==> config.mk <==
export PLATFORM = sky130hd
export DESIGN_NAME = bitrev_perm_seq
export DESIGN_NICKNAME = d
export VERILOG_FILES = /design/src/rtl/otbn_pq_pkg.sv /design/src/rtl/bitrev_perm_seq_bitreverse.sv /design/src/rtl/bitrev_perm_seq.sv
export SDC_FILE = /design/constraint.sdc
export NUM_CORES = 1
export LEC_CHECK = 0
export BUFFER_PORTS_ARGS = -buffer_cell sky130_fd_sc_hd__buf_2
export CORE_MARGIN = 4
export CORE_UTILIZATION = 25
export DETAILED_ROUTE_END_ITERATION = 12
export HOLD_SLACK_MARGIN = 0.15
export PLACE_DENSITY = 0.42
export SLEW_MARGIN = 30
export SYNTH_ARGS = -nofsm -noshare
export SYNTH_HDL_FRONTEND = slang
export SYNTH_SLANG_ARGS = --single-unit
==> constraint.sdc <==
create_clock -name clk_i -period 9.9 [get_ports clk_i]
set_input_delay 0 -clock clk_i [delete_from_list [all_inputs] [get_ports clk_i]]
set_output_delay 0 -clock clk_i [all_outputs]
set_load 0.02 [all_outputs]
==> src/rtl/otbn_pq_pkg.sv <==
// Shared types and constants for the bit-reversal permutation sequencer.
package otbn_pq_pkg;

  typedef enum logic [1:0] {
    IDLE = 2'd0,
    RUN  = 2'd1,
    DONE = 2'd2
  } bitrev_seq_state_e;

  // Plain: r = bitrev(x). PqShift: 4*r, i.e. a word-index turned into a byte offset.
  typedef enum logic {
    BitrevOpPlain   = 1'b0,
    BitrevOpPqShift = 1'b1
  } bitrev_op_e;

  localparam int unsigned BitrevSeqMinLogN = 6;
  localparam int unsigned BitrevSeqMaxLogN = 12;

  typedef struct packed {
    logic [31:0] addr_a;
    logic [31:0] addr_b;
  } bitrev_pair_t;

endpackage

==> src/rtl/bitrev_perm_seq_bitreverse.sv <==
// Reverses the low log_n bits of data_i; optionally scales the result by 4.
module bitrev_perm_seq_bitreverse
  import otbn_pq_pkg::*;
#(
  parameter int unsigned Width = 12
) (
  input  logic [Width-1:0] data_i,
  input  logic [3:0]       log_n_i,
  input  bitrev_op_e       op_i,
  output logic [Width+1:0] result_o
);

  logic [Width-1:0] rev_full;
  logic [Width-1:0] rev;
  logic [4:0]       sh;

  // Full-width mirror; data_i < 2^log_n so the reversed value sits in the top bits.
  for (genvar g = 0; g < Width; g++) begin : g_rev
    assign rev_full[g] = data_i[Width-1-g];
  end

  assign sh  = 5'(Width) - {1'b0, log_n_i};
  assign rev = rev_full >> sh;

  // Select plain or byte-scaled result.
  always_comb begin
    result_o = {2'b00, rev};
    if (op_i == BitrevOpPqShift) result_o = {rev, 2'b00};
  end

endmodule

==> src/rtl/bitrev_perm_seq.sv <==
// Bit-reversal permutation pair sequencer. Walks i = 0 .. 2^log_n-1 and emits
// (base+4i, base+4*bitrev(i)) for every i < bitrev(i), one pair per cycle
// with ready/valid backpressure.
// Optional feature: define BITREV_SEQ_PAIR_CNT_EN to build the transfer counter
// on pair_cnt_o; otherwise pair_cnt_o is tied to zero.
module bitrev_perm_seq
  import otbn_pq_pkg::*;
#(
  parameter int unsigned MinLogN = BitrevSeqMinLogN,
  parameter int unsigned MaxLogN = BitrevSeqMaxLogN
) (
  input  logic        clk_i,
  input  logic        rst_ni,
  input  logic        start_i,
  input  logic        clear_i,
  input  logic [3:0]  log_n_i,
  input  logic [31:0] base_addr_i,
  output logic        pair_valid_o,
  input  logic        pair_ready_i,
  output logic [31:0] addr_a_o,
  output logic [31:0] addr_b_o,
  output logic        busy_o,
  output logic        done_o,
  output logic        err_o,
  output logic [11:0] pair_cnt_o
);

  // One extra index bit so "all indices evaluated" (i == 2^log_n) is representable.
  localparam int unsigned IdxW  = MaxLogN + 1;
  localparam logic [3:0]  MinL  = 4'(MinLogN);
  localparam logic [3:0]  MaxL  = 4'(MaxLogN);

  bitrev_seq_state_e state_q, state_d;
  logic [3:0]        log_n_q;
  logic [31:0]       base_q;
  logic [IdxW-1:0]   idx_q;
  logic [IdxW-1:0]   idx_end;

  logic [MaxLogN+1:0] r_plain_w;
  logic [MaxLogN+1:0] r_x4;
  logic [MaxLogN-1:0] r_plain;

  logic         len_ok, start_ok, err_d;
  logic         idx_last, stall, fire, eval, is_pair;
  bitrev_pair_t pair_d;

  assign len_ok   = (log_n_i >= MinL) && (log_n_i <= MaxL);
  assign idx_end  = {{(IdxW-1){1'b0}}, 1'b1} << log_n_q;
  assign idx_last = (idx_q == idx_end);
  assign stall    = pair_valid_o && !pair_ready_i;
  assign fire     = pair_valid_o && pair_ready_i;
  assign eval     = (state_q == RUN) && !clear_i && !idx_last && !stall;

  // r<<2 for the B address.
  bitrev_perm_seq_bitreverse #(.Width(MaxLogN)) u_rev_addr (
    .data_i   (idx_q[MaxLogN-1:0]),
    .log_n_i  (log_n_q),
    .op_i     (BitrevOpPqShift),
    .result_o (r_x4)
  );

  // Plain r for the i < r ordering test.
  bitrev_perm_seq_bitreverse #(.Width(MaxLogN)) u_rev_cmp (
    .data_i   (idx_q[MaxLogN-1:0]),
    .log_n_i  (log_n_q),
    .op_i     (BitrevOpPlain),
    .result_o (r_plain_w)
  );

  // Plain mode leaves the top two result bits zero.
  assign r_plain = r_plain_w[MaxLogN-1:0];
  assign is_pair = idx_q[MaxLogN-1:0] < r_plain;

  // Only the i < r half is emitted so each swap appears once and self-maps are skipped.
  assign pair_d.addr_a = base_q + {{(30-IdxW){1'b0}}, idx_q, 2'b00};
  assign pair_d.addr_b = base_q + {{(30-MaxLogN){1'b0}}, r_x4};

  // Next-state and status decode; clear overrides everything.
  always_comb begin
    state_d  = state_q;
    start_ok = 1'b0;
    err_d    = 1'b0;
    done_o   = 1'b0;
    busy_o   = (state_q != IDLE);
    unique case (state_q)
      IDLE: begin
        if (start_i) begin
          if (len_ok) begin
            state_d  = RUN;
            start_ok = 1'b1;
          end else begin
            err_d = 1'b1;
          end
        end
      end
      RUN: begin
        if (idx_last && !stall) state_d = DONE;
      end
      DONE: begin
        done_o  = 1'b1;
        state_d = IDLE;
      end
      default: state_d = IDLE;
    endcase
    if (clear_i) begin
      state_d  = IDLE;
      start_ok = 1'b0;
      err_d    = 1'b0;
      done_o   = 1'b0;
    end
  end

  // State, run configuration and index walker.
  always_ff @(posedge clk_i or negedge rst_ni) begin
    if (!rst_ni) begin
      state_q <= IDLE;
      log_n_q <= '0;
      base_q  <= '0;
      idx_q   <= '0;
      err_o   <= 1'b0;
    end else begin
      state_q <= state_d;
      err_o   <= err_d;
      if (start_ok) begin
        log_n_q <= log_n_i;
        base_q  <= base_addr_i;
        idx_q   <= '0;
      end else if (eval) begin
        idx_q <= idx_q + 1'b1;
      end
    end
  end

  // Output register: load on a valid pair, hold under backpressure, empty on transfer.
  always_ff @(posedge clk_i or negedge rst_ni) begin
    if (!rst_ni) begin
      pair_valid_o <= 1'b0;
      addr_a_o     <= '0;
      addr_b_o     <= '0;
    end else if (clear_i) begin
      pair_valid_o <= 1'b0;
    end else if (eval && is_pair) begin
      pair_valid_o <= 1'b1;
      addr_a_o     <= pair_d.addr_a;
      addr_b_o     <= pair_d.addr_b;
    end else if (fire) begin
      pair_valid_o <= 1'b0;
    end
  end

`ifdef BITREV_SEQ_PAIR_CNT_EN
  logic [11:0] pair_cnt_q;

  // Count accepted transfers; restart on each accepted start, keep value on clear.
  always_ff @(posedge clk_i or negedge rst_ni) begin
    if (!rst_ni)       pair_cnt_q <= '0;
    else if (start_ok) pair_cnt_q <= '0;
    else if (fire)     pair_cnt_q <= pair_cnt_q + 12'd1;
  end

  assign pair_cnt_o = pair_cnt_q;
`else
  assign pair_cnt_o = '0;
`endif

endmodule

Yosys cells after proc, flatten, opt, wreduce, memory -nomap -nowiden
Cells that the tools add are included.
{"block": "totals", "elab_cells": 62, "register_bits": 117}
{"block": "classes", "n_shift": 2, "n_lt_le_gt_ge": 3, "n_eq_ne": 6, "bitwise_logic": 1, "addsub": 4, "muxes": 20, "reduce_logical": 18}
{"cell": "adder 32 x 14 -> 32 bit", "n": 1}
{"cell": "adder 32 x 15 -> 32 bit", "n": 1}
{"cell": "two-way mux 13 bit", "n": 2}
{"cell": "adder 13 x 1 -> 13 bit (second input constant)", "n": 1}
{"cell": "== test 13 bit", "n": 1}
{"cell": "two-way mux 1 bit", "n": 13}
{"cell": "left shift 1 x 4 -> 13 bit (first input constant)", "n": 1}
{"cell": "less-than comparator 12 bit", "n": 1}
{"cell": ">> shifter 12 x 5 -> 12 bit", "n": 1}
{"cell": "logical AND 1 bit", "n": 8}
{"cell": "two-way mux 2 bit", "n": 4}
{"cell": "!= test 3 bit (second input constant)", "n": 2}
{"cell": "subtractor 4 x 4 -> 5 bit (first input constant)", "n": 1}
{"cell": "greater-or-equal comparator 4 x 3 -> 1 bit (second input constant)", "n": 1}
{"cell": "<= comparator 4 bit (second input constant)", "n": 1}
{"cell": "zero test 1 bit", "n": 4}
{"cell": "one-hot mux 2 bit (2 select lines)", "n": 1}
{"cell": "nonzero test 2 bit", "n": 2}
{"cell": "!= test 3 x 2 -> 1 bit (second input constant)", "n": 1}
{"cell": "AND reduction 3 bit", "n": 1}
{"cell": "nonzero test 3 bit", "n": 1}
{"cell": "== test 2 x 1 -> 1 bit (second input constant)", "n": 1}
{"cell": "== test 2 bit (second input constant)", "n": 1}
{"cell": "zero test 2 bit", "n": 1}
{"cell": "2 further kinds", "n": 2}

Logic depth before layout (Yosys ltp)
Gate-level depths: netlist (run 1).
{"block": "logic_depth", "ltp_word": 8, "depth_mapped": 19, "mapped_depth_nobuf": 17}

Cells and area by module
Synthesis (run 1) repeated with hierarchy kept, for this count alone.
{"block": "hier_totals", "cells_unflattened": 989, "hier_area_um2": 9116.2}
{"module": "bitrev_perm_seq", "cells_each": 783, "area_each_um2": 7587.3, "seq_area_each_um2": 2927.8, "instances": 1}
{"module": "bitrev_perm_seq_bitreverse", "cells_each": 103, "area_each_um2": 764.5, "seq_area_each_um2": 0.0, "instances": 2}

Worst setup path after synthesis (run 1)
Ideal clock, no wire load.
{"block": "synth_timing", "path_kind": "register to register", "start": "register log_n_q[0]", "end": "register addr_b_o[30]", "synth_period_minus_slack_ns": 4.193, "stages_incl_launch_ff": 18, "arrival_time_ns": 4.066, "n_path_buf": 3, "slack_ns": 5.707, "setup_time_ns": 0.128, "path_cell_list": "dfrtp_1 > buf_2 > inv_1 > ha_1 > ha_1 > clkbuf_1 > clkbuf_1 > o211ai_1 > o31ai_1 > nand2_1 > fa_1 > nor2b_1 > o31a_1 > o31ai_1 > a311oi_1 > nand3_1 > xnor2_1 > mux2_1"}
{"block": "synth_via", "elab_chain_cells": 7, "word_cells_on_any_way": 11}
{"element": "start: declaration", "line_no": "bitrev_perm_seq.sv:34", "text": "logic [3:0] log_n_q;"}
{"element": "start signal: assignment", "line_no": "bitrev_perm_seq.sv:125", "text": "log_n_q <= log_n_i;"}
{"element": "branches (longest 7 deep; another with adder 32 x 14 -> 32 bit)"}
{"element": "end signal: assignment", "line_no": "bitrev_perm_seq.sv:145", "text": "addr_b_o <= pair_d.addr_b;"}
{"element": "end: declaration", "line_no": "bitrev_perm_seq.sv:21", "text": "output logic [31:0] addr_b_o,"}
Parallel ways; which one is timed is not known.
A chain may end at the register's enable or synchronous reset.

Final worst setup path (run 1)
{"block": "layout_timing", "start": "register log_n_q[0]", "end": "register pair_valid_o"}
{"block": "layout_via", "elab_chain_cells": 8, "word_cells_on_any_way": 12}
{"element": "branches (longest 5 deep; another with less-than comparator 12 bit)"}
{"element": "logical AND 1 bit *", "line_no": "bitrev_perm_seq.sv:142", "text": "end else if (eval && is_pair) begin"}
{"element": "two-way mux 1 bit", "line_no": "bitrev_perm_seq.sv:142"}
{"element": "two-way mux 1 bit", "line_no": "bitrev_perm_seq.sv:140", "text": "end else if (clear_i) begin"}
{"element": "end signal: assignment", "line_no": "bitrev_perm_seq.sv:141", "text": "pair_valid_o <= 1'b0;"}
{"element": "end signal: assignment", "line_no": "bitrev_perm_seq.sv:143", "text": "pair_valid_o <= 1'b1;"}
{"element": "end signal: assignment", "line_no": "bitrev_perm_seq.sv:147", "text": "pair_valid_o <= 1'b0;"}
{"element": "end: declaration", "line_no": "bitrev_perm_seq.sv:18", "text": "output logic pair_valid_o,"}
Mark *: on every way between the ends.

==> results.json, run 1 <==
{
  "start_util_pct": 25.4,
  "yosys_warnings": 0,
  "yosys-top-cells-count": "151 x nand2_1, 115 x dfrtp_1, 55 x mux2_1",
  "area_delta_synth_final_pct": 24.7,
  "gr-total-overflow": 0,
  "drt_pre_antenna_iters": 5,
  "grt_pass1_vias": 6278,
  "fill_cells": 3152,
  "ys_types": 67,
  "yosys_register_bits": 115,
  "slew_headroom_pct": 39.0,
  "fmax_mhz": 178,
  "synth_top_area_share_pct": 38.0,
  "viasPerCell": 4.62,
  "drtAntennaViolNets": 0,
  "rows": 63,
  "p_clk_share_pct": 27.7,
  "grtUsageTotal_pct": 13.7,
  "place.gp.congestion": 0.830,
  "cts_tree": "built",
  "postCtsSetupBuffers": 0,
  "place.port_buffers": 108,
  "grt_antenna_before_repair": 0,
  "dp_slack_ns": 4.54,
  "drc_errors": 0,
  "critPathLaunchType": "register",
  "wirelength_mm": 22.6,
  "power_frac_comb_pct": 39.6,
  "path_max_fanout": 52,
  "final_util_pct": 31.7,
  "final_layout_size_suffix_gt1_share_pct": 17.9,
  "ioPinCount": 121,
  "die_area_sq_mm": 0.0331,
  "drv_slew": 0,
  "required_ns": 10.21,
  "setup_slack_ns": 4.28,
  "skew_ns": 0.00985,
  "critPathKind": "reg2reg",
  "switching_share_pct": 40.4,
  "p_total_w": 0.00233,
  "hold_viol_final": 0,
  "syn_inst": 810,
  "vdd_ir_drop_max_v": 0.000136,
  "clkSlewWorstSetupHoldPaths_ns": 0.06,
  "multi_input_area_sq_mm": 0.00433,
  "placed_cell_area_sq_mm": 0.00837,
  "wl_per_cell_um": 16.8,
  "num_vias": 6213,
  "die_w_um": 182,
  "worstMarginPinSlew_ns": 0.908,
  "final_area_sq_mm": 0.00944,
  "drt_iter0_drc": 360,
  "pwr-share-seq_pct": 32.7,
  "cts-root-buf": "clkbuf_16",
  "p_leak_nw": 4.72,
  "coreArea_sq_mm": 0.0298,
  "cts_sinks": 115,
  "clock_path_buffers": 2,
  "internal-power_w": 0.00139,
  "fin_crit_ns": 5.62,
  "cap_viol_max_count": 0,
  "power_density_mw_per_mm2": 246,
  "yosys.area.top_type": "dfrtp_1",
  "cts.htree.levels": 4,
  "fin_nets": 1027,
  "synthArstFlopShare_pct": 100,
  "seqCellArea_sq_mm": 0.00288,
  "arrival_ns": 5.92,
  "insertion_delay_ns": 0.42,
  "status": "completed",
  "finalSetupTns_ns": 0,
  "diodes": 0,
  "hold_class": "in2reg",
  "grt_pass1_wl_mm": 35.7,
  "grt_max_degree": 76,
  "cp-end-kind": "register",
  "cts_buffers": 17,
  "synth-seq-area-share_pct": 38.0,
  "yosys-top-cells-area": "dfrtp_1 38%, mux2_1 8.2%, nand2_1 7.5%",
  "syn_area_sq_mm": 0.00757,
  "die_h_um": 182,
  "yosys.cell_count.top_type": "nand2_1",
  "cts.repair.resized": 0,
  "synth_edf_count": 0,
  "period_share_pct": 56.8,
  "hpwl_mm": 16.3,
  "avgSynthCellArea_sq_um": 9.35,
  "setup_viol": 0,
  "p_sw_w": 0.000941,
  "ys.flop_type": "dfrtp_1",
  "grt_setup_unrepaired": "false"
}
[power by group through the flow]
stage	clock, W	combinational, W	sequential (W)
global route	0.000682	0.00104	0.000786
finish	0.000645	0.000923	0.000760
detailed placement	0	0.000920	0.000771
floorplan	0	0.000607	0.000789
global placement	0	0.000914	0.000771
CTS	0.000663	0.000937	0.000764
[critical path, stage by stage, from the launching register on]
cell	delay [ns]
dfrtp_1	0.73
inv_1	0.28
ha_1	0.66
mux2i_1	0.17
o22ai_1	0.26
nand2b_1	0.14
o211ai_1	0.10
o31ai_1	0.12
nand2_1	0.18
ha_1	0.30
o21ai_0	0.07
nand2b_1	0.07
a21oi_1	0.06
or3_1	0.41
o211ai_4	0.46
buf_4	0.69
o21ai_0	0.18
dlygate4sd3_1	0.60
[cell families after synthesis]
family | count (synthesis) | share of synthesized area (%)
adders and majority gates | 45 | 7.63
DFF | 115 | 38.0
muxes | 80 | 12.4
other | 1 | 0.0495
buffers and inverters | 86 | 5.67
AOI/OAI and AO/OA | 138 | 12.4
and+or+nand+nor | 291 | 17.6
xor gates and xnor gates | 54 | 6.25
[sequential cells by signal, summed over array words and instances, names as in the netlist]
signal	cells
addr_a_o	32
base_q	32
addr_b_o	30
idx_q	13
log_n_q	4
state_q	2
err_o	1
pair_valid_o	1
[layout by cell type, fill, tap and decap left out, types with 4 or more instances in the layout]
master	netlist	routed
nand2_1	151	151
dfrtp_1	115	115
buf_2	7	107
mux2_1	55	55
xnor2_1	46	46
nor2_1	46	46
dlygate4sd3_1	0	45
o21ai_0	43	43
ha_1	43	43
inv_1	28	28
nand3_1	21	21
a21oi_1	21	21
clkbuf_16	0	17
mux2i_1	12	12
nand2b_1	12	12
conb_1	1	12
nand4_1	11	11
o211ai_1	10	10
a21o_1	10	10
mux2_2	8	8
xor2_1	8	8
o21a_1	7	7
and3_1	7	7
nor3_1	5	5
mux4_2	5	5
nor3b_1	5	5
nor2b_1	6	5
a211oi_1	5	5
clkinv_4	0	5
buf_4	14	5
o31ai_1	4	4
or2_2	4	4
and4_1	4	4
nand3b_1	4	4
a31oi_1	6	4
inv_6	0	4
[final cells by class]
type	instances	share of cell area (%)
Timing Repair Buffer	158	11.0
Clock inverter	14	1.89
Clock buffer	18	4.54
Inverter	29	1.15
Multi-Input combinational cell	620	45.8
Tap cell	390	5.17
Sequential cell	115	30.5
[timing repair]
action / 4_1_cts / 5_1_grt
endpoints found under the hold margin: 80 / 0
hold buffers: 45 / 0
setup endpoints to repair: 0 / 0
[path summary, 6_finish.rpt]
| check | from | to | slack (ns) | cells past startpoint |
|---|---|---|---|---|
| worst min register to register | addr_b_o[9] | addr_b_o[9] | 0.48 | 1 |
| min in group asynchronous | rst_ni | idx_q[1] | 0.61 | 3 |
| worst max register to register | log_n_q[0] | pair_valid_o | 4.28 | 17 |
| worst min-delay path | base_addr_i[26] | base_q[26] | 0.30 | 4 |
| worst max-delay path | log_n_q[0] | pair_valid_o | 4.28 | 17 |
| max in group asynchronous | rst_ni | idx_q[12] | 7.96 | 4 |
[routing by layer]
layer	global-route usage, %	share of wire [%]	wire [um]
met1	19.2	49	11000
met2	22.1	47	10600
met3	2.34	3.1	710
met4	3.66	1.0	231
met5	0	0	0
[through the flow]
step,hold WS [ns],std cells
global placement,0.0487,1267
detailed placement,0.0544,1267
finish,0.302,1344
global route,0.308,1344
CTS,0.286,1344
floorplan,-0.296,821
No activity file was read; power rests on OpenSTA's default activity.
==> run 2, diff against run 1 <==
Clock period 9.9 ns to 5.7 ns, I/O delays scaled along.
==> results.json, run 2 (synthesis gave the netlist of run 1 again) <==
{
  "cts_buffers": 17,
  "viasPerCell": 4.54,
  "status": "completed",
  "clkSlewWorstSetupHoldPaths_ns": 0.06,
  "place.port_buffers": 108,
  "grtUsageTotal_pct": 13.7,
  "use_met2_pct": 22.1,
  "finalSetupTns_ns": 0,
  "setup_viol": 0,
  "diodes": 0,
  "grt_use_met1_pct": 18.8,
  "insertion_delay_ns": 0.42,
  "area_delta_synth_final_pct": 24.4,
  "dpl.cell_count": 1268,
  "cts_tree": "built",
  "clock_path_buffers": 2,
  "cts-root-buf": "clkbuf_16",
  "grt_pass1_wl_mm": 35.7,
  "ioPinCount": 121,
  "coreArea_sq_mm": 0.0298,
  "grt_antenna_before_repair": 0,
  "required_ns": 6.00,
  "num_vias": 6099,
  "postCtsSetupBuffers": 0,
  "internal-power_w": 0.00237,
  "drc_errors": 0,
  "reg_top3": "addr_a_o x32, base_q x32, addr_b_o x30",
  "fmax_mhz": 199,
  "wirelength_mm": 22.5,
  "path_max_fanout": 52,
  "arrival_ns": 5.33,
  "vdd_ir_drop_max_v": 0.000210,
  "p_leak_nw": 4.72,
  "die_h_um": 182,
  "placed_cell_area_sq_mm": 0.00839,
  "rows": 63,
  "critPathKind": "reg2reg",
  "period_share_pct": 88.3,
  "wl_per_cell_um": 16.8,
  "hold_class": "in2async",
  "start_util_pct": 25.4,
  "drv_slew": 0,
  "hpwl_mm": 16.1,
  "p_clk_share_pct": 27.4,
  "critPathLaunchType": "register",
  "final_area_sq_mm": 0.00942,
  "cts.htree.levels": 4,
  "p_total_w": 0.00401,
  "cts_sinks": 115,
  "slowest_stage": "ha_1",
  "grt_max_degree": 76,
  "layout_common_cells": "151 x nand2_1, 114 x dfrtp_1, 107 x buf_2, 55 x mux2_1",
  "switching_share_pct": 40.9,
  "worstMarginPinSlew_ns": 0.925,
  "path_cells": "inv_1, ha_1, mux2i_1, o22ai_1, nand2b_1, o211ai_1, o31ai_1, nand2_1, ha_1, o21ai_0, nand2b_1, a21oi_1, or3_1, o211ai_4, buf_12, o21ai_0, dlygate4sd3_1",
  "fin_crit_ns": 5.03,
  "die_w_um": 182,
  "met3_usage_pct": 2.46,
  "drtAntennaViolNets": 0,
  "skew_ns": 0.0138,
  "final_common_cell": "nand2_1",
  "grt-busiest-layer": "met2",
  "power_frac_comb_pct": 40.0,
  "p_sw_w": 0.00164,
  "power_density_mw_per_mm2": 426,
  "grt_setup_unrepaired": "false",
  "die_area_sq_mm": 0.0331,
  "instances_no_fill": 1342,
  "crit_path_max_incr_delay_ns": 0.63,
  "grt_pass1_vias": 6253,
  "cp-end-kind": "register",
  "drt_pre_antenna_iters": 4,
  "hold_viol_final": 0,
  "slew_headroom_pct": 37.9,
  "drt_iter0_drc": 288,
  "final_layout_size_suffix_gt1_share_pct": 18.2,
  "cap_viol_max_count": 0,
  "pwr-share-seq_pct": 32.6,
  "fin_nets": 1025,
  "place.gp.congestion": 0.859,
  "gr-total-overflow": 0
}
-- run 2: cell types whose count changed in the layout (fill, tap and decap cells not counted), sizes merged --
cell	previous run	this run
bufinv	3	2
inv	32	35
dlygate4sd3	45	42
clkbuf	18	17
buf	113	114
clkinv	8	7
-- run 2: cell type report --
type / instances / area [sq um]
clock inverters: 15 / 171
multi-input cells: 620 / 4320
inverters: 29 / 109
repair buffers: 156 / 1020
flip-flops and latches: 115 / 2880
fillers: 3173 / 20400
well taps: 390 / 488
clock buffers: 17 / 425
-- run 2: layer usage --
layer / vias to the layer above / wire (um)
li1: 3049 / -
met1: 2934 / 10900
met2: 102 / 10600
met3: 14 / 703
met4: 0 / 320
met5: - / 0
-- run 2: metrics by stage --
step | util, % | hold slack [ns] | setup WS, ns
after floorplan | - | -0.296 | 1.51
after global placement | 28.2 | 0.197 | 0.795
after detailed placement | 28.2 | 0.104 | 0.699
after CTS | 31.6 | 0.210 | 0.358
after global routing | 31.6 | 0.255 | 0.267
final | 31.6 | 0.187 | 0.670
-- run 2: what timing repair did --
item / in CTS / in global routing
gates resized for setup: 0 / 1
setup endpoints to repair: 0 / 1
hold endpoints to repair: 114 / 0
hold buffers: 42 / 0
-- run 2: path summary, 6_finish.rpt --
kind,startpoint,endpoint,slack (ns),depth (start not counted)
hold reg to reg,addr_b_o[15],addr_b_o[15],0.48,1
hold / removal,rst_ni,base_q[1],0.19,2
min in group clk_i,base_addr_i[23],base_q[23],0.31,4
setup / recovery,log_n_q[0],pair_valid_o,0.67,17
setup reg to reg,log_n_q[0],pair_valid_o,0.67,17
max in group asynchronous,rst_ni,base_q[10],4.45,3
-- run 2: power by group through the flow --
stage	sequential (W)	combinational (W)	clock, W
final	0.00131	0.00160	0.00110
after global routing	0.00135	0.00179	0.00116
after CTS	0.00132	0.00163	0.00113
after detailed placement	0.00133	0.00160	0
after global placement	0.00133	0.00160	0
after floorplan	0.00137	0.00105	0
-- run 2: worst max-delay path: cells and delay by family, from the launching register on --
family	cells	cell delay (ns)
mux	1	0.16
buf+inv	3	1.13
fa+ha+maj	2	0.93
compound gates	7	1.27
flops	1	0.57
simple gates	4	0.80
==> run 3, diff against run 2 <==
Settings changed: CORE_MARGIN 4 to 2.
==> results.json, run 3 (synthesis gave the netlist of run 1 again) <==
{
  "rows": 63,
  "cap_viol_max_count": 0,
  "grt_setup_unrepaired": "false",
  "clkSlewWorstSetupHoldPaths_ns": 0.06,
  "die_w_um": 178,
  "fin_crit_ns": 4.57,
  "area_delta_synth_final_pct": 23.8,
  "reg_top3": "addr_a_o x32, base_q x32, addr_b_o x30",
  "vdd_ir_drop_max_v": 0.000179,
  "ioPinCount": 121,
  "hold_viol_final": 0,
  "cp-end-kind": "register",
  "grt_max_degree": 69,
  "grtUsageTotal_pct": 14.4,
  "drtAntennaViolNets": 0,
  "wirelength_mm": 22.4,
  "drc_errors": 0,
  "p_sw_w": 0.00164,
  "place.port_buffers": 108,
  "drt_iter0_drc": 361,
  "p_total_w": 0.00393,
  "start_util_pct": 25.5,
  "status": "completed",
  "path_max_fanout": 19,
  "required_ns": 6.00,
  "cts_sinks": 115,
  "setup_viol": 0,
  "cts.htree.levels": 4,
  "final_area_sq_mm": 0.00938,
  "hold_class": "in2async",
  "r2r_cells": 12,
  "pwr-share-seq_pct": 32.8,
  "drv_slew": 0,
  "p_leak_nw": 4.69,
  "critPathLaunchType": "register",
  "coreArea_sq_mm": 0.0297,
  "diodes": 0,
  "finalSetupTns_ns": 0,
  "rr_endpoint": "pair_valid_o",
  "setup_slack_ns": 1.13,
  "period_share_pct": 80.2,
  "num_vias": 6190,
  "fmax_mhz": 219,
  "power_frac_comb_pct": 42.3,
  "instances_no_fill": 1345,
  "dp_slack_ns": 1.10,
  "viasPerCell": 4.60,
  "grt_pass1_wl_mm": 34.7,
  "final_common_cell": "nand2_1",
  "r2r_setup_slack_ns": 1.13,
  "cts_tree": "built",
  "cts-root-buf": "clkbuf_16",
  "switching_share_pct": 41.6,
  "placed_cell_area_sq_mm": 0.00843,
  "power_density_mw_per_mm2": 419,
  "grt_pass1_vias": 6124,
  "arrival_ns": 4.87,
  "drt_pre_antenna_iters": 5,
  "skew_ns": 0.00952,
  "clock_path_buffers": 2,
  "insertion_delay_ns": 0.42,
  "fin_nets": 1029,
  "die_h_um": 178,
  "gr-total-overflow": 0,
  "critPathKind": "reg2reg",
  "p_clk_share_pct": 24.9,
  "place.gp.congestion": 0.878,
  "slew_headroom_pct": 43.3,
  "internal-power_w": 0.00229,
  "hpwl_mm": 16.3,
  "layout_common_cells": "151 x nand2_1, 115 x dfrtp_1, 107 x buf_2, 55 x mux2_1",
  "worstMarginPinSlew_ns": 0.846,
  "dpl.cell_count": 1273,
  "r2r_start": "log_n_q[3]",
  "postCtsSetupBuffers": 0,
  "grt_antenna_before_repair": 0,
  "cts_buffers": 17,
  "wl_per_cell_um": 16.6,
  "final_layout_size_suffix_gt1_share_pct": 18.4,
  "die_area_sq_mm": 0.0317
}
-- run 3: cell count changes in the layout (fill, tap and decap cells not counted), sizes merged --
cell,before,now
buf,114,119
bufinv,2,0
clkinv,7,5
clkinvlp,0,5
dlygate4sd3,42,41
inv,35,33
-- run 3: how the worst max path moves through the flow --
stage,from,endpoint,slack [ns],cells after the start
finish,log_n_q[3],pair_valid_o,1.13,12
global route,log_n_q[0],pair_valid_o,0.74,16
CTS,log_n_q[0],pair_valid_o,1.09,16
detailed placement,log_n_q[0],addr_b_o[30],1.10,17
global placement,log_n_q[0],addr_b_o[30],0.75,17
floorplan,log_n_q[0],addr_b_o[30],1.51,17
-- run 3: per-stage QoR --
step / hold slack, ns / util, %
floorplan: -0.296 / -
global placement: 0.105 / 28.4
detailed placement: 0.102 / 28.4
CTS: 0.200 / 31.5
global route: 0.225 / 31.6
finish: 0.183 / 31.6
-- run 3: layout make-up --
| class | instances | area (sq um) |
|---|---|---|
| Fill cell | 3135 | 20300 |
| Clock buffer | 17 | 425 |
| Timing Repair Buffer | 160 | 1050 |
| Inverter | 29 | 109 |
| Sequential cell | 115 | 2880 |
| Clock inverter | 14 | 105 |
| Multi-Input combinational cell | 620 | 4320 |
| Tap cell | 390 | 488 |
-- run 3: routing by layer --
layer / up-vias / routed length [um] / track usage (%)
met3: 20 / 907 / 2.64
met1: 2973 / 10800 / 20.0
li1: 3056 / - / -
met2: 141 / 10400 / 23.3
met5: - / 0 / 0
met4: 0 / 274 / 3.55
-- run 3: power by group through the flow --
| stage | Sequential, W | Combinational [W] | Clock (W) |
|---|---|---|---|
| detailed placement | 0.00131 | 0.00165 | 0 |
| finish | 0.00129 | 0.00166 | 0.000979 |
| CTS | 0.00130 | 0.00168 | 0.00101 |
| global route | 0.00133 | 0.00185 | 0.00105 |
| floorplan | 0.00137 | 0.00105 | 0 |
| global placement | 0.00131 | 0.00164 | 0 |
-- run 3: critical path, cell delays in order, from the launching register on --
cell and delay, ns:
dfrtp_1 0.67, inv_1 0.26, xnor2_1 0.28, buf_4 0.22, nor2_1 0.34, nand2_1 0.12, or2_2 0.32, ha_1 0.30
nand4_1 0.11, or3_1 0.41, o211ai_4 0.65, o21ai_0 0.18, dlygate4sd3_1 0.60
-- run 3: timing repair --
item / CTS / global route
hold buffers: 41 / 0
hold endpoints to repair: 87 / 0
setup endpoints to repair: 0 / 0
gates resized for setup: 0 / 0
